### config.mk
export PLATFORM = sky130hd
export DESIGN_NAME = tristate_bus_ctrl
export DESIGN_NICKNAME = d
export VERILOG_FILES = /design/src/rtl/tristate_bus_ctrl.sv
export SDC_FILE = /design/constraint.sdc
export NUM_CORES = 1
export LEC_CHECK = 0
export BUFFER_PORTS_ARGS = -buffer_cell sky130_fd_sc_hd__buf_2
export CAP_MARGIN = 20
export CORE_MARGIN = 2
export CORE_UTILIZATION = 50
export CTS_BUF_LIST = sky130_fd_sc_hd__clkbuf_4 sky130_fd_sc_hd__clkbuf_8 sky130_fd_sc_hd__clkbuf_16
export DETAILED_ROUTE_END_ITERATION = 6
export HOLD_SLACK_MARGIN = 0.02
export PLACE_DENSITY = 0.88
export SYNTH_ARGS = -nofsm -noshare
export SYNTH_HDL_FRONTEND = slang
export SYNTH_SLANG_ARGS = --single-unit
export TNS_END_PERCENT = 10
### constraint.sdc
create_clock -name clk -period 3.8 [get_ports clk]
set_clock_uncertainty 0.1 [all_clocks]
set_input_delay 0.19 -clock clk [delete_from_list [all_inputs] [get_ports clk]]
set_output_delay 0.19 -clock clk [all_outputs]
set_load 0.005 [all_outputs]
### src/rtl/tristate_bus_ctrl.sv
// tristate_bus_ctrl: sequences a write stream and read strobes into drive/turnaround/sample phases on a shared tristate bus.
// Define TRISTATE_BUS_CTRL_CONTENTION_CHECK_EN to build the sticky bus-contention flag.
module tristate_bus_ctrl #(
   parameter int WIDTH        = 8,
   parameter int DRIVE_CYCLES = 2,
   parameter int TURNAROUND   = 1
) (
   input  logic             clk,
   input  logic             rst,
   input  logic             wr_valid,
   output logic             wr_ready,
   input  logic [WIDTH-1:0] wr_data,
   input  logic             rd_req,
   output logic             rd_valid,
   output logic [WIDTH-1:0] rd_data,
   output logic [WIDTH-1:0] bus_out,
   output logic             bus_oe,
   input  logic [WIDTH-1:0] bus_in,
   output logic             err,
   output logic             busy
);
   localparam int MAXC = (DRIVE_CYCLES > TURNAROUND) ? DRIVE_CYCLES : ((TURNAROUND > 1) ? TURNAROUND : 1);
   localparam int CW = $clog2(MAXC + 1);
   localparam logic [CW-1:0] DRV_LOAD = CW'(DRIVE_CYCLES - 1);
   localparam logic [CW-1:0] TRN_LOAD = CW'((TURNAROUND > 0) ? TURNAROUND - 1 : 0);

   typedef enum logic [1:0] {IDLE, DRIVE, TURN, READ} state_t;

   state_t           state_q, state_d;
   logic [CW-1:0]    cnt_q, cnt_d;
   logic [WIDTH-1:0] bus_out_q, bus_out_d;
   logic [WIDTH-1:0] rd_data_q, rd_data_d;
   logic             bus_oe_q, bus_oe_d;
   logic             rd_valid_q, rd_valid_d;

   always_comb begin
      state_d   = state_q;
      cnt_d     = cnt_q;
      bus_out_d = bus_out_q;
      rd_data_d = rd_data_q;
      case (state_q)
         IDLE: begin
            if (wr_valid) begin
               state_d   = DRIVE;
               bus_out_d = wr_data;
               cnt_d     = DRV_LOAD;
            end else if (rd_req) begin
               state_d = READ;
            end
         end
         DRIVE: begin
            if (cnt_q == '0) begin
               state_d = (TURNAROUND == 0) ? IDLE : TURN;
               cnt_d   = TRN_LOAD;
            end else begin
               cnt_d = cnt_q - CW'(1);
            end
         end
         TURN: begin
            if (cnt_q == '0) state_d = IDLE;
            else cnt_d = cnt_q - CW'(1);
         end
         READ: begin
            state_d   = IDLE;
            rd_data_d = bus_in;
         end
         default: state_d = IDLE;
      endcase
      // Enable is a flop of the next state so it never glitches on the bus.
      bus_oe_d   = (state_d == DRIVE);
      rd_valid_d = (state_q == READ);
   end

   always_ff @(posedge clk or posedge rst) begin
      if (rst) begin
         state_q    <= IDLE;
         cnt_q      <= '0;
         bus_out_q  <= '0;
         rd_data_q  <= '0;
         bus_oe_q   <= 1'b0;
         rd_valid_q <= 1'b0;
      end else begin
         state_q    <= state_d;
         cnt_q      <= cnt_d;
         bus_out_q  <= bus_out_d;
         rd_data_q  <= rd_data_d;
         bus_oe_q   <= bus_oe_d;
         rd_valid_q <= rd_valid_d;
      end
   end

`ifdef TRISTATE_BUS_CTRL_CONTENTION_CHECK_EN
   logic err_q, err_d;

   // Another agent fighting our drive shows up as a mismatch on the resolved net at the last drive edge.
   always_comb err_d = err_q | ((state_q == DRIVE) && (cnt_q == '0) && (bus_in != bus_out_q));

   always_ff @(posedge clk or posedge rst) begin
      if (rst) err_q <= 1'b0;
      else err_q <= err_d;
   end

   assign err = err_q;
`else
   assign err = 1'b0;
`endif

   assign wr_ready = (state_q == IDLE);
   assign busy     = (state_q != IDLE);
   assign bus_out  = bus_out_q;
   assign bus_oe   = bus_oe_q;
   assign rd_data  = rd_data_q;
   assign rd_valid = rd_valid_q;
endmodule

* Yosys cells after proc, flatten, opt, wreduce, memory -nomap -nowiden
Index checks and enable logic that the tools add are counted.
** Word-level totals
- Register bits after elaboration :: 22
- Input bits :: 20
- Output and inout port bits :: 21
- Word-level logic and storage cells :: 28
** Cells by class
- Add/subtract/negate cells :: 1
- Equality and inequality tests :: 6
- Mux-type cells :: 9
- Reductions and logical operators :: 6
** Operators by type and width (count)
- two-way mux 2 bit :: 7
- case mux 2 bit (4 select lines) :: 1
- case mux 2 bit (3 select lines) :: 1
- equality test 2 x 1 -> 1 bit (second input constant) :: 2
- equality test 2 bit (second input constant) :: 2
- logical NOT 2 bit :: 2
- inequality test 2 bit (second input constant) :: 2
- AND reduction 3 bit :: 1
- nonzero test 3 bit :: 1
- AND reduction 2 bit :: 1
- nonzero test 2 bit :: 1
- subtractor 2 x 1 -> 2 bit (second input constant) :: 1

* Logic depth before layout (Yosys ltp)
- Word-level depth :: 4
- Depth in mapped cells :: 5
- Depth with buffers taken out :: 5

* Worst setup path before layout
Ideal clock, no wire load.
- Kind :: flip-flop to flip-flop
- Start point :: register state_q[0]
- End point :: register cnt_q[0]
- Library setup time :: 0.125 ns
- Arrival time :: 1.297 ns
- Data required time :: 3.575 ns
- Setup slack :: 2.278 ns
- Stages on the path, launching flop included :: 6
- Path buffers :: 0
- Clock period less this slack :: 1.522 ns
- Cell sequence :: dfrtp_1 > inv_1 > ha_1 > inv_1 > o21ai_1 > mux2_2
** On the way
- Word-level cells in the longest chain between the ends :: 3
- Elaborated cells between the ends (all ways) :: 8
- Classes of those cells :: 4 x eq/ne; 1 x mux; 3 x reduce/logical
** RTL lines
- from (decl) :: RTL line 29 : state_t state_q, state_d;
- from (signal assigned) :: RTL line 83 : state_q <= state_d;
- logical NOT 2 bit (*)
- named net wr_ready :: RTL line 11 : output logic wr_ready,
- inequality test 2 bit (no source line) or nonzero test 3 bit (tied branches)
- AND reduction 3 bit (no source line)
- to (signal assigned) :: RTL line 84 : cnt_q <= cnt_d;
- to (decl) :: RTL line 30 : logic [CW-1:0] cnt_q, cnt_d;
Mark *: on every way through the listed nets, which the timed path passes. The rest lies on a longest branch.
A chain may end at the register's enable or synchronous reset.

* Worst setup path after layout
- Start point :: register state_q[1]
- End point :: register cnt_q[1]
** On the way
- Word-level cells in the longest chain between the ends :: 3
- Elaborated cells between the ends (all ways) :: 8
- Classes of those cells :: 4 x eq/ne; 1 x mux; 3 x reduce/logical
** RTL lines
- equality test 2 bit (tied with other cells) :: RTL line 41 : case (state_q)
- inequality test 2 bit (no source line) or nonzero test 3 bit (tied branches)
- AND reduction 3 bit (no source line)
Several ways; a longest one is shown, not always the timed one.

==> results.rst <==
.. list-table::
   :header-rows: 1

   * - Metric
     - Value
   * - Register area share after synthesis
     - 53.27%
   * - Hold violation count in the final report
     - 0
   * - First-pass iteration count of the detailed router
     - 4
   * - Leak
     - 0.7306 nW
   * - Mapped Cells
     - 78
   * - Vias per cell
     - 5.056
   * - Placer congestion estimate
     - 0.8137
   * - Top-level port count
     - 41
   * - Max-capacitance violation count
     - 0
   * - Met2 Use GR
     - 39.19%
   * - Count of fill cells added during filler insertion
     - 116
   * - Area of the die
     - 2447 µm²
   * - Row count
     - 16
   * - Worst-case setup margin in the final layout
     - 2.068 ns
   * - Cell chosen for the clock root
     - sky130_fd_sc_hd__clkbuf_4
   * - Total setup buffers inserted after CTS
     - 0
   * - Input/output buffers
     - 39
   * - Startpoint types
     - flop
   * - Average cell area after synthesis
     - 13.25 µm²
   * - Adder and majority gate portion of the synthesized area
     - 10.90%
   * - Die Span Y
     - 49.47 µm
   * - Final min period
     - 1.732 ns
   * - Total DRC errors in the routed layout
     - 0
   * - Net Sw Frac
     - 33.08%
   * - Main combinational cell family by area after synthesis
     - multiplexers
   * - Final-stage net count
     - 165
   * - Number of H-tree levels
     - 1
   * - TritonCTS clock tree
     - built
   * - Grt total ovfl
     - 0
   * - Run status
     - completed
   * - Clock-pin slew on the worst setup and hold paths
     - 0.12 ns
   * - Post-DRT Antenna Nets
     - 0
   * - Count of synthesis-stage warnings from yosys
     - 0
   * - Mapped cell area
     - 1033 µm²
   * - Worst relative slew slack
     - 46.13%
   * - Pre-CTS setup slack
     - 2.129 ns
   * - Crit path DAT
     - 1.82 ns
   * - CTS sink count
     - 22
   * - Count of unique library cells instantiated by Yosys
     - 21
   * - Share of final-layout standard cells stronger than drive strength 1
     - 48.15%
   * - Die Wd
     - 49.47 µm
   * - Area grow syn2layout
     - 40.92%
   * - Starting Density
     - 52.68%
   * - Final setup fails
     - 0
   * - Via count of the first global-routing pass
     - 852
   * - Switching component of the power
     - 0.3523 mW
   * - Max-slew violations
     - 0
   * - Post-CTS resize count
     - 0
   * - Synth Register Bits
     - 22
   * - Half-perimeter wire length after detailed placement
     - 1339 µm
   * - Maximum frequency from static timing analysis
     - 577.4 MHz
   * - Share of power burned in the clock network
     - 16.2%
   * - 1st-iter DRT viols
     - 7
   * - Synthesized-area fraction occupied by xor and xnor cells
     - 0%
   * - Pin count of the biggest net entering global routing
     - 23
   * - GRT Util Overall
     - 21.12%
   * - Total Neg Setup Slack
     - 0 ns
   * - Core area
     - 1962 µm²
   * - Average detailed-routed wire length per instance
     - 15.01 µm
   * - Simple-gate share of the synthesized area
     - 4.237%
   * - Multiplexer share of the synthesized area
     - 19.61%
   * - Power density relative to cell area
     - 731.4 nW/µm²
   * - Clock latency on the worst-skew pair
     - 0.30 ns
   * - Antenna violations before repair
     - 0
   * - Internal power component
     - 0.7129 mW
   * - Relative contribution of combinational cells to total power
     - 44.8%
   * - First-pass GRT wire length
     - 3891 µm
   * - Synthesized Nets
     - 107
   * - Nature of the critical path endpoint
     - flop
   * - RSZ-0062 raised after global routing
     - false
   * - Deepest clock path buffer count
     - 2
   * - Clock buffer count from CTS
     - 3
   * - Critical path data required time
     - 3.89 ns
   * - Minimum setup slack among reg-to-reg paths
     - 2.07 ns
   * - Highest net fanout along the worst path
     - 10
   * - Relative contribution of sequential cells to total power
     - 39.0%
   * - Hold Slack
     - 0.03555 ns
   * - Critical setup path kind
     - reg -> reg
   * - Post-route clock period utilization
     - 45.57%
   * - Maximum vdd drop
     - 0.0004980 V
   * - Worst slew pin tran
     - 0.8071 ns
   * - Total vias in the final route
     - 819
   * - M3 GR Usage
     - 3.030%
   * - Global Route met1 Usage
     - 24.95%
   * - Compound-gate portion of the synthesized area
     - 6.901%
   * - Routed wire length
     - 2431 µm
   * - Worst hold path class
     - in -> reg
   * - Antenna diode count
     - 0
   * - GR peak layer
     - met2
==> cell families after synthesis <==
| logic type | after synthesis |
|---|---|
| multiplexers | 18 |
| buffers and inverters | 10 |
| flip-flops | 22 |
| AO/OA/AOI/OAI | 10 |
| adder cells (fa/ha/maj) | 9 |
| AND/OR/NAND/NOR | 8 |
| other | 1 |
==> final timing paths <==
kind	start	end	depth (start not counted)
min	bus_in[7]	rd_data[7]	2
max in group asynchronous	rst	rd_data[6]	3
min in group asynchronous	rst	rd_data[3]	3
max	state_q[1]	cnt_q[1]	4
min reg2reg	rd_data[2]	rd_data[2]	1
max reg2reg	state_q[1]	cnt_q[1]	4
==> through the flow <==
stage / cell area (µm²) / std cells / util, % / total power [mW]
6_report: 1456 / 162 / 74.23 / 1.065
3_3_place_gp: 1244 / 142 / 63.39 / 0.8367
2_1_floorplan: 1033 / 78 / - / 0.6957
4_1_cts: 1446 / 161 / 73.72 / 1.046
5_1_grt: 1456 / 162 / 74.23 / 1.138
3_5_place_dp: 1244 / 142 / 63.39 / 0.8589
==> cells in the mapped netlist <==
cell type                  count  area [µm²]
sky130_fd_sc_hd__a221o_1       1       10.01
sky130_fd_sc_hd__or2_2         1       6.260
sky130_fd_sc_hd__o21bai_1      1       7.510
sky130_fd_sc_hd__o221a_2       1       11.26
sky130_fd_sc_hd__o21ai_1       1       5.000
sky130_fd_sc_hd__or2b_1        1       7.510
sky130_fd_sc_hd__inv_1         8       30.03
sky130_fd_sc_hd__or3_1         1       6.260
sky130_fd_sc_hd__o21ai_0       2       10.01
sky130_fd_sc_hd__dfrtp_1      22       550.5
sky130_fd_sc_hd__buf_4         1       7.510
sky130_fd_sc_hd__nor2_1        2       7.510
sky130_fd_sc_hd__nor2b_1       1       6.260
sky130_fd_sc_hd__nand2_1       1       3.750
sky130_fd_sc_hd__ha_1          9       112.6
sky130_fd_sc_hd__a21oi_1       3       15.01
sky130_fd_sc_hd__nand2_2       1       6.260
sky130_fd_sc_hd__a211oi_2      1       12.51
sky130_fd_sc_hd__conb_1        1       3.750
sky130_fd_sc_hd__mux2_2       18       202.7
sky130_fd_sc_hd__buf_6         1       11.26
==> flip-flops by register name (all words and copies together) (netlist names) <==
name / count
state_q: 2
cnt_q: 2
rd_data: 8
bus_oe: 1
rd_valid: 1
bus_out: 8
==> placed cells by master (no fill, tap or decap), drive strengths merged <==
cell type | netlist | routed
buf | 2 | 39
dfrtp | 22 | 22
mux2 | 18 | 18
dlygate4sd3 | 0 | 16
ha | 9 | 9
inv | 8 | 8
a21oi | 3 | 3
clkbuf | 0 | 3
o21ai | 3 | 3
nor2 | 2 | 2
nand2 | 2 | 2
nor2b | 1 | 1
o221a | 1 | 1
o21bai | 1 | 1
or2 | 1 | 1
or3 | 1 | 1
a211oi | 1 | 1
or2b | 1 | 1
a221o | 1 | 1
conb | 1 | 1
bufinv | 0 | 1
==> layout make-up <==
cell class                 instances  area [µm²]  area share, %
clock buffer                       3       22.52          1.546
clock inverter                     1       30.03          2.062
inverter                           8       30.03          2.062
multi-input combinational         46       434.2          29.81
sequential                        22       550.5          37.80
tap                               27       33.78          2.320
timing repair buffer              55       355.3          24.40
==> layer usage <==
metal / share of wire [%] / routed length (µm)
met2: 52 / 1259
met5: 0 / 0
met3: 5.7 / 138
met1: 41 / 995
met4: 1.5 / 37
==> critical path, cell delays in order, from the launching register on <==
cell	delay, ns
sky130_fd_sc_hd__dfrtp_1	0.44
sky130_fd_sc_hd__ha_1	0.47
sky130_fd_sc_hd__a21oi_1	0.09
sky130_fd_sc_hd__o21ai_1	0.15
sky130_fd_sc_hd__mux2_2	0.36
==> timing repair <==
action	4_1_cts	5_1_grt
endpoints found under the setup margin	0	0
hold buffers	15	1
endpoints found under the hold margin	36	1
==> power by group through the flow <==
stage | combinational (mW) | sequential (mW) | clock, mW
after floorplan | 0.278 | 0.418 | 0
after global placement | 0.435 | 0.402 | 0
after detailed placement | 0.449 | 0.410 | 0
after CTS | 0.464 | 0.405 | 0.178
after global routing | 0.523 | 0.428 | 0.188
final | 0.477 | 0.415 | 0.173
Power figures use the tool's default switching activity.
